File: src/rtl/reg_file_mp_if.sv
// reg_file_mp_if: port bundle for the multi-port register file.
//   master : decode / write-back side (drives ids, write ports, issue)
//   slave  : register file (drives read data, busy flags, special views)
// Signals:
//   A_id, B_id            read-port register ids
//   w0_en/w0_id/w0_data   ALU write-back port
//   w1_en/w1_id/w1_data   load write-back port
//   iss_en/iss_id         mark an id as having a pending producer
//   A_data/B_data         read data
//   A_busy/B_busy         read id has a pending producer
//   busy_any              OR of every busy bit
//   T/SP/IH/RA_data       stored special-register values
interface reg_file_mp_if #(
  parameter int DATA_W = 16,
  parameter int ADDR_W = 3
);
  localparam int ID_W = ADDR_W + 1;

  logic [ID_W-1:0]   A_id;
  logic [ID_W-1:0]   B_id;
  logic              w0_en;
  logic [ID_W-1:0]   w0_id;
  logic [DATA_W-1:0] w0_data;
  logic              w1_en;
  logic [ID_W-1:0]   w1_id;
  logic [DATA_W-1:0] w1_data;
  logic              iss_en;
  logic [ID_W-1:0]   iss_id;
  logic [DATA_W-1:0] A_data;
  logic [DATA_W-1:0] B_data;
  logic              A_busy;
  logic              B_busy;
  logic              busy_any;
  logic [DATA_W-1:0] T_data;
  logic [DATA_W-1:0] SP_data;
  logic [DATA_W-1:0] IH_data;
  logic [DATA_W-1:0] RA_data;

  modport master (
    output A_id, B_id, w0_en, w0_id, w0_data, w1_en, w1_id, w1_data,
           iss_en, iss_id,
    input  A_data, B_data, A_busy, B_busy, busy_any,
           T_data, SP_data, IH_data, RA_data
  );

  modport slave (
    input  A_id, B_id, w0_en, w0_id, w0_data, w1_en, w1_id, w1_data,
           iss_en, iss_id,
    output A_data, B_data, A_busy, B_busy, busy_any,
           T_data, SP_data, IH_data, RA_data
  );
endinterface

File: src/rtl/reg_file_mp.sv
// reg_file_mp: multi-port register file with pending-write scoreboard.
// Holds 2^ADDR_W GPRs plus T, SP, IH, RA (ids 2^ADDR_W .. 2^ADDR_W+3) and
// one busy bit per register. Two combinational read ports, two write-back
// ports (w1 has priority over w0), one issue port that sets busy.
// State changes on the falling edge of clk_50MHz; rst is asynchronous,
// active-low and clears all data and busy bits.
// Ports:
//   clk_50MHz  system clock (falling-edge active)
//   rst        asynchronous active-low reset
//   bus        reg_file_mp_if.slave (ids, write ports, issue, read outputs)
// Build option:
//   REG_FILE_BYPASS_EN  forward same-cycle write data to the read ports.
//                       Undefined (default): reads show stored state only.
module reg_file_mp #(
  parameter int DATA_W = 16,
  parameter int ADDR_W = 3
) (
  input  logic         clk_50MHz,
  input  logic         rst,
  reg_file_mp_if.slave bus
);
  localparam int ID_W  = ADDR_W + 1;
  localparam int N_GPR = 1 << ADDR_W;
  localparam int N_REG = N_GPR + 4;

  logic [DATA_W-1:0] regs [N_REG];
  logic [N_REG-1:0]  busy;

  logic [N_REG-1:0]  w0_hit;
  logic [N_REG-1:0]  w1_hit;
  logic [N_REG-1:0]  iss_hit;

  logic [ID_W-1:0]   rd_id   [2];
  logic [DATA_W-1:0] rd_data [2];
  logic              rd_busy [2];

  function automatic logic id_ok(input logic [ID_W-1:0] id);
    return int'(id) < N_REG;
  endfunction

  // One-hot decode; ids beyond the map match no register and are dropped.
  always_comb begin
    w0_hit  = '0;
    w1_hit  = '0;
    iss_hit = '0;
    for (int i = 0; i < N_REG; i++) begin
      w0_hit[i]  = bus.w0_en  && (int'(bus.w0_id)  == i);
      w1_hit[i]  = bus.w1_en  && (int'(bus.w1_id)  == i);
      iss_hit[i] = bus.iss_en && (int'(bus.iss_id) == i);
    end
  end

  // Storage update at falling edge
  always_ff @(negedge clk_50MHz or negedge rst) begin
    if (!rst) begin
      for (int i = 0; i < N_REG; i++) begin
        regs[i] <= '0;
      end
      busy <= '0;
    end else begin
      for (int i = 0; i < N_REG; i++) begin
        if (w1_hit[i]) begin
          regs[i] <= bus.w1_data;
        end else if (w0_hit[i]) begin
          regs[i] <= bus.w0_data;
        end
        // A same-cycle issue belongs to a newer producer, so it beats the clear.
        if (iss_hit[i]) begin
          busy[i] <= 1'b1;
        end else if (w0_hit[i] || w1_hit[i]) begin
          busy[i] <= 1'b0;
        end
      end
    end
  end

  assign rd_id[0] = bus.A_id;
  assign rd_id[1] = bus.B_id;

  // Read ports: stored state, optionally overridden by in-flight writes.
  always_comb begin
    for (int p = 0; p < 2; p++) begin
      rd_data[p] = '0;
      rd_busy[p] = 1'b0;
      if (id_ok(rd_id[p])) begin
        rd_data[p] = regs[rd_id[p]];
        rd_busy[p] = busy[rd_id[p]];
`ifdef REG_FILE_BYPASS_EN
        if (w0_hit[rd_id[p]]) begin
          rd_data[p] = bus.w0_data;
          rd_busy[p] = 1'b0;
        end
        if (w1_hit[rd_id[p]]) begin
          rd_data[p] = bus.w1_data;
          rd_busy[p] = 1'b0;
        end
        if ((w0_hit[rd_id[p]] || w1_hit[rd_id[p]]) && iss_hit[rd_id[p]]) begin
          rd_busy[p] = 1'b1;
        end
`endif
      end
    end
  end

  assign bus.A_data   = rd_data[0];
  assign bus.A_busy   = rd_busy[0];
  assign bus.B_data   = rd_data[1];
  assign bus.B_busy   = rd_busy[1];
  assign bus.busy_any = |busy;

  // Special views always reflect storage, never the bypass path.
  assign bus.T_data  = regs[N_GPR + 0];
  assign bus.SP_data = regs[N_GPR + 1];
  assign bus.IH_data = regs[N_GPR + 2];
  assign bus.RA_data = regs[N_GPR + 3];
endmodule
File: src/flat_wrapper.sv
// flat-port wrapper written by rule: the top's interface ports become plain ports
module reg_file_mp_flat 
#(
  parameter int DATA_W = 16,
  parameter int ADDR_W = 3
)
  (clk_50MHz, rst, bus_A_id, bus_B_id, bus_w0_en, bus_w0_id, bus_w0_data, bus_w1_en, bus_w1_id, bus_w1_data, bus_iss_en, bus_iss_id, bus_A_data, bus_B_data, bus_A_busy, bus_B_busy, bus_busy_any, bus_T_data, bus_SP_data, bus_IH_data, bus_RA_data);
  reg_file_mp_if #(.DATA_W(DATA_W), .ADDR_W(ADDR_W)) bus_i ();
  input  logic clk_50MHz;
  input  logic rst;
  input wire logic [$bits(bus_i.A_id)-1:0] bus_A_id;
  input wire logic [$bits(bus_i.B_id)-1:0] bus_B_id;
  input wire logic [$bits(bus_i.w0_en)-1:0] bus_w0_en;
  input wire logic [$bits(bus_i.w0_id)-1:0] bus_w0_id;
  input wire logic [$bits(bus_i.w0_data)-1:0] bus_w0_data;
  input wire logic [$bits(bus_i.w1_en)-1:0] bus_w1_en;
  input wire logic [$bits(bus_i.w1_id)-1:0] bus_w1_id;
  input wire logic [$bits(bus_i.w1_data)-1:0] bus_w1_data;
  input wire logic [$bits(bus_i.iss_en)-1:0] bus_iss_en;
  input wire logic [$bits(bus_i.iss_id)-1:0] bus_iss_id;
  output wire logic [$bits(bus_i.A_data)-1:0] bus_A_data;
  output wire logic [$bits(bus_i.B_data)-1:0] bus_B_data;
  output wire logic [$bits(bus_i.A_busy)-1:0] bus_A_busy;
  output wire logic [$bits(bus_i.B_busy)-1:0] bus_B_busy;
  output wire logic [$bits(bus_i.busy_any)-1:0] bus_busy_any;
  output wire logic [$bits(bus_i.T_data)-1:0] bus_T_data;
  output wire logic [$bits(bus_i.SP_data)-1:0] bus_SP_data;
  output wire logic [$bits(bus_i.IH_data)-1:0] bus_IH_data;
  output wire logic [$bits(bus_i.RA_data)-1:0] bus_RA_data;
  assign bus_i.A_id = bus_A_id;
  assign bus_i.B_id = bus_B_id;
  assign bus_i.w0_en = bus_w0_en;
  assign bus_i.w0_id = bus_w0_id;
  assign bus_i.w0_data = bus_w0_data;
  assign bus_i.w1_en = bus_w1_en;
  assign bus_i.w1_id = bus_w1_id;
  assign bus_i.w1_data = bus_w1_data;
  assign bus_i.iss_en = bus_iss_en;
  assign bus_i.iss_id = bus_iss_id;
  assign bus_A_data = bus_i.A_data;
  assign bus_B_data = bus_i.B_data;
  assign bus_A_busy = bus_i.A_busy;
  assign bus_B_busy = bus_i.B_busy;
  assign bus_busy_any = bus_i.busy_any;
  assign bus_T_data = bus_i.T_data;
  assign bus_SP_data = bus_i.SP_data;
  assign bus_IH_data = bus_i.IH_data;
  assign bus_RA_data = bus_i.RA_data;
  reg_file_mp #(.DATA_W(DATA_W), .ADDR_W(ADDR_W)) u_core (.clk_50MHz(clk_50MHz), .rst(rst), .bus(bus_i));
endmodule
File: config.mk
export PLATFORM = sky130hd
export DESIGN_NAME = reg_file_mp_flat
export DESIGN_NICKNAME = d
export VERILOG_FILES = /design/src/rtl/reg_file_mp_if.sv /design/src/rtl/reg_file_mp.sv /design/src/flat_wrapper.sv
export SDC_FILE = /design/constraint.sdc
export NUM_CORES = 1
export LEC_CHECK = 0
export ABC_CLOCK_PERIOD_IN_PS = 4400
export BUFFER_PORTS_ARGS = -buffer_cell sky130_fd_sc_hd__buf_2
export CORE_MARGIN = 3
export CORE_UTILIZATION = 54
export CTS_BUF_LIST = sky130_fd_sc_hd__clkbuf_4
export CTS_CLUSTER_SIZE = 14
export DETAILED_ROUTE_END_ITERATION = 10
export PLACE_DENSITY = 0.74
export SYNTH_ARGS = -nofsm -noshare
export SYNTH_HDL_FRONTEND = slang
export SYNTH_SLANG_ARGS = --single-unit
File: constraint.sdc
create_clock -name clk_50MHz -period 4.4 [get_ports clk_50MHz]
set_clock_uncertainty 0.2 [all_clocks]
set_input_delay 0.22 -clock clk_50MHz [delete_from_list [all_inputs] [get_ports clk_50MHz]]
set_output_delay 0.22 -clock clk_50MHz [all_outputs]
set_load 0.02 [all_outputs]
Word level (Yosys, flattened, before mapping)
Cells that the tools add are included.
{"block": "word_totals", "wordCells": 203, "reg_bits": 204, "in_bits": 57, "out_inout_bits": 99}
{"block": "op_classes", "bitwise_logic": 2, "reduce_logical": 76, "muxes": 62, "n_lt_le_gt_ge": 6, "eq_ne": 33}
{"cell": "2-to-1 mux 16 bit", "n": 30}
{"cell": "binary-select mux 16 bit (select 4 bit)", "n": 2}
{"cell": "== test 4 bit (second input constant)", "n": 24}
{"cell": "nonzero test 2 bit", "n": 24}
{"cell": "logical AND 1 bit", "n": 36}
{"cell": "2-to-1 mux 1 bit", "n": 28}
{"cell": "== test 4 x 3 -> 1 bit (second input constant)", "n": 6}
{"cell": "== test 4 x 2 -> 1 bit (second input constant)", "n": 3}
{"cell": "zero test 4 bit", "n": 3}
{"cell": "logical OR 1 bit", "n": 12}
{"cell": "OR reduction 12 bit", "n": 1}
{"cell": ">= comparator 5 bit (second input constant)", "n": 2}
{"cell": "less-than comparator 4 x 5 -> 1 bit (second input constant)", "n": 2}
{"cell": "NOT 4 -> 5 bit", "n": 2}
{"cell": "binary-select mux 1 bit (select 4 bit)", "n": 2}
{"cell": "less-than comparator 4 bit (second input constant)", "n": 2}

Depth between registers and ports, before layout
Gate-level depths: netlist (run 1).
{"block": "logic_depth", "word_depth": 5, "ltp_mapped": 6, "mapped_depth_nobuf": 3}

==> flow_summary.ini, run 1 <==
[run_status]
outcome = finished with violations
violations = setup timing

[cts]
cts_num_sinks = 204
cts_buffers = 58
clock_path_buffers = 3
htreeDepth = 2
clk_pin_slew_worst_paths_ns = 0.05
cts_tree = done
clk_latency_ns = 0.64
cts-root-buf = clkbuf_4
ctsHoldBuffers = 0

[global_route]
grt_overflow = 0
track_usage = 0.3824
grt_pass1_wl_um = 84300
grt_pass1_vias = 14627
grt_antenna_before_repair = 1
grt_max_degree = 65

[setup_path]
crit_path_cell_trace = mux4_2, a22oi_2, o21ai_1, buf_4
arrival_ns = 4.29
required_ns = 3.98
crit_buf_inv = 1
worstSetupEndpointType = primary output
crit_path_start_kind = flop
cp_slowest_cell = mux4_2
cpLargestDelayFamily = multiplexers
critPathMaxFanout = 4
max_stage_delay_ns = 0.55
worstSetupPathType = reg2out

[sta]
fin_hold_ws_ns = 0.3334
fin_ws_ns = -0.3127
tightest_slew_ns = 1.447
slew_headroom = 0.03433
final-max-slew-violation-count = 0
rsz0062_at_grt = yes
hold_viol = 0
setup_viol = 34

[drt]
postRouteWirelength_um = 54870
routedWlPerCell_um = 28.40
vias_per_cell = 7.652
dr.pass1.iters = 6
drc = 0
detail-route-antenna-nets = 0
num_vias = 14783
drt_iter0_markers = 2468

[placement]
routabilityCongestion = 0.9536
port-buffer-count = 155
hpwl_um = 33820
dp_cells = 1798
place_ws_ns = 0.2634

[min_path]
holdCritPathClass = reg2reg

[synthesis]
synth_nets = 1587
synthCells = 1530
synth_common_cells = 204 x dfrtn_1, 194 x o21ai_0, 193 x nand3_1
synth_area_per_cell_um2 = 9.169
yosysWarnings = 0
synthArstFlopShare = 1.000
synth.most_common_cell = dfrtn_1
ys.flop_type = dfrtn_1
synth_edf_count = 0
synth-seq-cells = 204
synth_cell_types = 32
netlist.top_cell.by_area = dfrtn_1
syn-cell-area_um2 = 14030
yosys-top-cells-area = dfrtn_1 36%, mux4_2 16%, a31oi_1 8.6%
synth_top_area_frac = 0.3639
ys_seq_area_frac = 0.3639

[cells_and_area]
nNetsFinal = 1611
drive_above_1_share = 0.3136
nFillCells = 2139
area_delta_synth_final_pct = 11.91
instances_no_fill = 1932

[floorplan]
start_util = 0.5539
fp-row-count = 58
dieArea_um2 = 27950
die_w_um = 167.2
core_um2 = 25330
fp.dieH_um = 167.2
ioPinCount = 156

[run]
drv_cap = 0

[power_and_ir_drop]
power_density_nw_per_um2 = 454.3
ir_worst_vdd_mv = 0.2742
leakagePower_nw = 5.810
[report_power, final]
group	leakage (nW)	internal [W]	switching (W)
registers	2.43	0.00239	0.000404
logic	2.93	0.00113	0.00139
clock network	0.449	0.000942	0.000875
total	5.81	0.00446	0.00267
[sequential cells by signal (all words and copies together), names as in the netlist]
name	flops
u_core.bus.T_data	16
u_core.bus.RA_data	16
u_core.bus.SP_data	16
u_core.bus.IH_data	16
u_core.busy	12
u_core.regs	128
[worst paths after layout]
kind / start / slack, ns / endpoint / cells past startpoint
setup / recovery: u_core.bus.IH_data[1]$_DFFE_NN0P_ / -0.31 / bus_B_data[1] / 4
hold / removal: u_core.busy[8]$_DFFE_NN0P_ / 0.33 / u_core.busy[8]$_DFFE_NN0P_ / 1
setup reg to reg: u_core.bus.RA_data[7]$_DFFE_NN0P_ / 3.22 / u_core.bus.RA_data[7]$_DFFE_NN0P_ / 4
hold reg to reg: u_core.busy[8]$_DFFE_NN0P_ / 0.33 / u_core.busy[8]$_DFFE_NN0P_ / 1
max in group asynchronous: rst / 1.76 / u_core.regs[77]$_DFFE_NN0P_ / 2
min in group asynchronous: rst / 1.44 / u_core.bus.IH_data[1]$_DFFE_NN0P_ / 1
[area by class of cell]
class | instances | area [µm²] | area share
inverters | 34 | 127.6 | 0.008129
clock buffers | 92 | 690.7 | 0.04399
repair buffers | 243 | 1760 | 0.1121
diodes | 1 | 2.502 | 0.0001594
flip-flops and latches | 204 | 5105 | 0.3252
multi-input cells | 1013 | 7543 | 0.4805
clock inverters | 15 | 56.30 | 0.003587
well taps | 330 | 412.9 | 0.02630
[timing repair]
| action | in CTS | in global routing |
|---|---|---|
| buffers inserted | 19 | 7 |
| gates resized for setup | 74 | 10 |
| pin swaps | 26 | 3 |
| cloned | 0 | 0 |
| endpoints found under the setup margin | 34 | 35 |
[metal layers]
metal / part of all wire / vias up / GRT usage
li1: - / 5862 / -
met1: 0.34 / 7070 / 0.4950
met2: 0.45 / 1527 / 0.5756
met3: 0.14 / 324 / 0.09490
met4: 0.074 / 0 / 0.2515
met5: 0 / - / 0
[worst reg2reg max path: stages (launching register included)]
cell and delay [ns]:
dfrtn_1 0.38, buf_4 0.15, buf_4 0.12, o21ai_0 0.06
a31oi_1 0.10
[per-stage QoR]
step / utilization / setup TNS, ns / power (W) / cell area, µm²
after floorplan: - / 0 / 0.004426 / 14030
after global placement: 0.5708 / 0 / 0.004972 / 14460
after detailed placement: 0.5708 / 0 / 0.005059 / 14460
after CTS: 0.6161 / -8.482 / 0.007024 / 15610
after global routing: 0.6199 / -10.23 / 0.007435 / 15700
final: 0.6199 / -8.864 / 0.007132 / 15700
[logic make-up (layout without fill, tap and decap cells)]
logic type	after synthesis	count (layout)	share of synthesized area
AND/OR/NAND/NOR	447	447	0.1638
AO/OA/AOI/OAI	464	464	0.1930
multiplexers	102	102	0.1638
buffers and inverters	313	384	0.1156
other	0	1	0
flip-flops	204	204	0.3639
[cell usage in the layout, fill, tap and decap left out, types with 2 or more instances in the layout]
master    synthesis  final
nor3_1          192    192
buf_12            0     17
a31oi_1         192    192
buf_2            44    128
inv_1            34     34
nand2_1          15     14
o21ai_0         194    186
nand2b_2          0      3
dfrtn_1         204    204
a32o_1           12     12
nor2_1            3      2
nor2b_4           0      2
or2_2             6      7
or2_1             8      7
nand3_1         193    193
a22oi_2           0     31
nor2_2            2      2
buf_6            14     10
o21ai_2           0     10
clkbuf_4          0     92
a22oi_1          34      3
nor4_1            3      2
nor2b_1           6      4
mux4_2          102    102
o21ai_1          32     30
nand2b_1          6      3
and3b_2           0      2
nand3b_1          4      4
clkinv_1          0     14
buf_4            76     87
(Power assumes the default switching activity.)
==> run 2, diff against run 1 <==
--- a/config.mk
+++ b/config.mk
@@ -8,11 +8,10 @@
 export ABC_CLOCK_PERIOD_IN_PS = 4400
 export BUFFER_PORTS_ARGS = -buffer_cell sky130_fd_sc_hd__buf_2
 export CORE_MARGIN = 3
-export CORE_UTILIZATION = 54
-export CTS_BUF_LIST = sky130_fd_sc_hd__clkbuf_4
+export CORE_UTILIZATION = 60
 export CTS_CLUSTER_SIZE = 14
 export DETAILED_ROUTE_END_ITERATION = 10
-export PLACE_DENSITY = 0.74
+export PLACE_DENSITY = 0.81
 export SYNTH_ARGS = -nofsm -noshare
 export SYNTH_HDL_FRONTEND = slang
 export SYNTH_SLANG_ARGS = --single-unit
==> flow_summary.ini, run 2 (synthesis gave the netlist of run 1 again) <==
[sta]
final-max-slew-violation-count = 0
hold_viol = 0
rsz0062_at_grt = yes
fin_hold_ws_ns = 0.3531
tightest_slew_ns = 1.230
setup_viol = 34
slew_headroom = 0.1801
fin_ws_ns = -0.2492
setup_tns_ns = -5.322

[power_and_ir_drop]
ir_worst_vdd_mv = 0.2827
finalPower_w = 0.007354
power_density_nw_per_um2 = 466.2
leakagePower_nw = 5.804

[cells_and_area]
nNetsFinal = 1595
top_register = u_core.regs
final_common_cell = dfrtn_1
drive_above_1_share = 0.2979
diodes = 0
stdcell_area_um2 = 15780
instances_no_fill = 1867
largest_reg_flops = 128
most-common-layout-cells = 204 x dfrtn_1, 193 x nand3_1, 192 x nor3_1, 192 x a31oi_1, 186 x o21ai_0
area_delta_synth_final_pct = 12.45

[global_route]
grt_overflow = 0
grt_pass1_vias = 14478
grt_antenna_before_repair = 0
grt_max_degree = 65
track_usage = 0.4279
grt_pass1_wl_um = 85280

[floorplan]
start_util = 0.6159
die_w_um = 158.9
ioPinCount = 156
dieArea_um2 = 25250
fp-row-count = 55
fp.dieH_um = 158.9
core_um2 = 22780

[placement]
routabilityCongestion = 1.028
dp_cells = 1784
hpwl_um = 34170
dpl_cell_area_um2 = 14420
port-buffer-count = 155

[cts]
cts_buffers = 23
ctsHoldBuffers = 0
clk_pin_slew_worst_paths_ns = 0.05
htreeDepth = 1
cts_num_sinks = 204
cts-root-buf = clkbuf_16
clk_latency_ns = 0.53
clock_path_buffers = 3
cts_tree = done

[min_path]
holdCritPathClass = reg2reg

[setup_path]
arrival_ns = 4.23
cpLargestDelayFamily = multiplexers
crit_path_start_kind = flop
critPathMaxFanout = 3
cp_slowest_cell = mux4_2
required_ns = 3.98
max_stage_delay_ns = 0.48
worstSetupEndpointType = primary output
crit_buf_inv = 1
crit_path_cell_trace = mux4_2, a22oi_2, o21ai_2, buf_6
worstSetupPathType = reg2out

[run]
drv_cap = 0

[drt]
dr.pass1.iters = 6
drc = 0
drt_iter0_markers = 2692
postRouteWirelength_um = 56010
detail-route-antenna-nets = 0
num_vias = 14961
routedWlPerCell_um = 30.00
vias_per_cell = 8.013

[run_status]
violations = setup timing
outcome = finished with violations
==> run 2: changes by cell type in the layout (fill, tap and decap cells not counted), sizes merged <==
cell | previous run | this run
diode | 1 | 0
buf | 242 | 261
inv | 35 | 34
clkinv | 14 | 5
clkbuf | 93 | 36
bufinv | 0 | 1
==> run 2: worst paths after layout <==
| kind | startpoint | slack (ns) | depth (start not counted) | endpoint |
|---|---|---|---|---|
| worst min-delay path | u_core.busy[3]$_DFFE_NN0P_ | 0.35 | 1 | u_core.busy[3]$_DFFE_NN0P_ |
| worst max-delay path | u_core.regs[161]$_DFFE_NN0P_ | -0.25 | 4 | bus_A_data[1] |
| max in group asynchronous | rst | 1.74 | 2 | u_core.regs[66]$_DFFE_NN0P_ |
| worst min register to register | u_core.busy[3]$_DFFE_NN0P_ | 0.35 | 1 | u_core.busy[3]$_DFFE_NN0P_ |
| worst max register to register | u_core.busy[10]$_DFFE_NN0P_ | 3.15 | 3 | u_core.busy[10]$_DFFE_NN0P_ |
| min in group asynchronous | rst | 1.51 | 1 | u_core.regs[167]$_DFFE_NN0P_ |
==> run 2: report_power, final <==
part	total, W	switching [W]	leakage, nW	internal [W]
clock network	0.00194	0.000831	0.361	0.00111
registers	0.00281	0.000417	2.43	0.00239
logic	0.00261	0.00144	3.01	0.00117
==> run 2: area by class of cell <==
| class | count | area (µm²) |
|---|---|---|
| multi-input cells | 1013 | 7559 |
| fillers | 1683 | 7003 |
| flip-flops and latches | 204 | 5105 |
| repair buffers | 262 | 1867 |
| clock buffers | 35 | 670.6 |
| well taps | 313 | 391.6 |
| inverters | 34 | 127.6 |
| clock inverters | 6 | 55.05 |
==> run 2: metrics by stage <==
step / utilization / setup WS, ns
detailed placement: 0.6331 / 0.2531
global route: 0.6926 / -0.2736
global placement: 0.6331 / 0.2707
finish: 0.6926 / -0.2492
floorplan: - / 0.5588
CTS: 0.6868 / -0.1631
==> run 2: routing by layer <==
metal / global-route usage / wire (µm) / part of all wire
met5: 0 / 0 / 0
met4: 0.2766 / 5082 / 0.091
met3: 0.1414 / 9173 / 0.16
met2: 0.6309 / 24070 / 0.43
met1: 0.5449 / 17680 / 0.32
==> run 2: repair_timing <==
action | 4_1_cts | 5_1_grt
endpoints found under the setup margin | 34 | 34
setup buffers | 33 | 9
gates resized for setup | 72 | 14
pin swaps | 24 | 4
==> run 3, diff against run 2 <==
--- a/config.mk
+++ b/config.mk
@@ -5,6 +5,7 @@
 export SDC_FILE = /design/constraint.sdc
 export NUM_CORES = 1
 export LEC_CHECK = 0
+export ABC_AREA = 1
 export ABC_CLOCK_PERIOD_IN_PS = 4400
 export BUFFER_PORTS_ARGS = -buffer_cell sky130_fd_sc_hd__buf_2
 export CORE_MARGIN = 3
==> flow_summary.ini, run 3 <==
[sta]
final-max-slew-violation-count = 0
fin_ws_ns = -0.03420
fin_hold_ws_ns = 0.2264
tightest_slew_ns = 1.322
setup_viol = 6
hold_viol = 0
rsz0062_at_grt = yes
slew_headroom = 0.1185

[drt]
drt_iter0_markers = 2549
detail-route-antenna-nets = 0
num_vias = 16678
routedWlPerCell_um = 21.03
dr.pass1.iters = 8
vias_per_cell = 6.225
drc = 0
postRouteWirelength_um = 56340

[cells_and_area]
area_delta_synth_final_pct = 16.94
instances_no_fill = 2679
most-common-layout-cells = 1050 x nand2_1, 427 x nand3_1, 204 x dfrtn_1
largest_reg_flops = 128
top_register = u_core.regs
nFillCells = 1944
final_common_cell = nand2_1
nNetsFinal = 2406
drive_above_1_share = 0.1801
utilization = 0.7206
diodes = 0

[min_path]
holdCritPathClass = reg2reg
hp-start = u_core.regs[89]$_DFFE_NN0P_
hold_depth = 2

[synthesis]
synth_top_area_frac = 0.3615
synth_edf_count = 0
ys.flop_type = dfrtn_1
yosysWarnings = 0
yosys-top-cells-area = dfrtn_1 36%, nand2_1 29%, nand3_1 17%
syn-cell-area_um2 = 14120
synth-seq-cells = 204
synth.most_common_cell = nand2_1
synth_common_cells = 1080 x nand2_1, 485 x nand3_1, 204 x dfrtn_1
netlist.top_cell.by_area = dfrtn_1
ys_seq_area_frac = 0.3615
synth_nets = 2306
synthArstFlopShare = 1.000
synth_cell_types = 20
synth_area_per_cell_um2 = 6.278
synthCells = 2249

[power_and_ir_drop]
leakagePower_nw = 8.522
finalPower_w = 0.006979
ir_worst_vdd_mv = 0.3184
power_density_nw_per_um2 = 422.7

[global_route]
grt_use_met2 = 0.6563
grt_pass1_wl_um = 86360
grt_pass1_vias = 15732
grtUsageMet1 = 0.5407
grt_most_used_layer = met2
track_usage = 0.4243
grt_max_degree = 115
grt_overflow = 0
grtUsageMet3 = 0.07284
grt_antenna_before_repair = 0

[cts]
htreeDepth = 1
cts_tree = done
cts_buffers = 24
clock_path_buffers = 3
cts-root-buf = clkbuf_16
clk_latency_ns = 0.54
clk_pin_slew_worst_paths_ns = 0.04
cts_num_sinks = 204

[setup_path]
crit_path_start_kind = flop
r2r_cells = 4
worstSetupEndpointType = primary output
worstSetupPathType = reg2out
arrival_ns = 4.01
cp_slowest_cell = dfrtn_1
critPathMaxFanout = 3
max_stage_delay_ns = 0.46
crit_path_cell_trace = nand2_1, nand3_1, nand3_1, nand2_1, nand2_1, nand2_1, buf_6
required_ns = 3.98
cp_common_cell = nand2_1
r2r-start = u_core.bus.RA_data[14]$_DFFE_NN0P_
startpoint = u_core.bus.RA_data[9]$_DFFE_NN0P_

[placement]
hpwl_um = 37560
dp_cells = 2587
routabilityCongestion = 0.9828
place_ws_ns = 0.03656
port-buffer-count = 155

[floorplan]
core_um2 = 22920
fp-row-count = 55
fp.dieH_um = 159.4
dieArea_um2 = 25410
ioPinCount = 156
die_w_um = 159.4
start_util = 0.6162

[run]
drv_cap = 0

[run_status]
violations = setup timing
outcome = finished with violations
==> run 3: changes by cell type after synthesis, moves of 50 or more <==
cell / change
a31oi_1: -192
inv_1: +50
mux4_2: -102
nand2_1: +1065
nand3_1: +292
nor3_1: -192
o211ai_1: +87
o21ai_0: -164
==> run 3: what timing repair did <==
item | 4_1_cts | 5_1_grt
setup endpoints to repair | 14 | 33
resized for setup | 14 | 114
setup buffers | 12 | 37
hold buffers | 0 | 0
pin swaps | 1 | 64
==> run 3: power by group <==
group / internal (W) / leakage, nW / switching (W)
Combinational: 0.000807 / 5.55 / 0.00135
Clock: 0.00122 / 0.410 / 0.000842
Sequential: 0.00235 / 2.56 / 0.000413
Total: 0.00437 / 8.52 / 0.00261
==> run 3: path summary, 6_finish.rpt <==
| path | end | slack [ns] |
|---|---|---|
| hold / removal | u_core.regs[89]$_DFFE_NN0P_ | 0.23 |
| max in group asynchronous | u_core.regs[68]$_DFFE_NN0P_ | 1.70 |
| setup reg to reg | u_core.bus.RA_data[14]$_DFFE_NN0P_ | 3.24 |
| setup / recovery | bus_B_data[9] | -0.03 |
| min in group asynchronous | u_core.bus.IH_data[3]$_DFFE_NN0P_ | 1.58 |
| hold reg to reg | u_core.regs[89]$_DFFE_NN0P_ | 0.23 |
==> run 3: final cells by class <==
type / instances / area, µm² / area share
clock buffers: 31 / 686.9 / 0.04160
clock inverters: 12 / 121.4 / 0.007350
inverters: 116 / 435.4 / 0.02637
multi-input cells: 1731 / 7955 / 0.4818
flip-flops and latches: 204 / 5105 / 0.3092
well taps: 313 / 391.6 / 0.02372
repair buffers: 272 / 1817 / 0.1100
==> run 3: logic make-up (layout without fill, tap and decap cells) <==
group,count (synthesis),in the layout,share of synthesized area
compound gates,117,117,0.05689
buf+inv,314,431,0.1037
flops,204,204,0.3615
simple gates,1614,1614,0.4779
==> run 3: critical path: cells and delay by family (launching register included) <==
kind          cells  cell delay, ns
buf+inv           1            0.12
flops             1            0.46
simple gates      6            0.71
==> run 3: per-layer routing <==
metal	share of wire	wire length, µm	vias to the layer above
met2	0.44	24920	1402
li1	-	-	7394
met4	0.080	4484	0
met1	0.35	19820	7573
met3	0.13	7116	309
met5	0	0	-
==> run 3: through the flow <==
stage / setup TNS, ns / instance area [µm²]
6_report: -0.08928 / 16510
5_1_grt: -0.6805 / 16510
4_1_cts: -0.02433 / 15790
3_5_place_dp: 0 / 14830
3_3_place_gp: 0 / 14830
2_1_floorplan: 0 / 14120
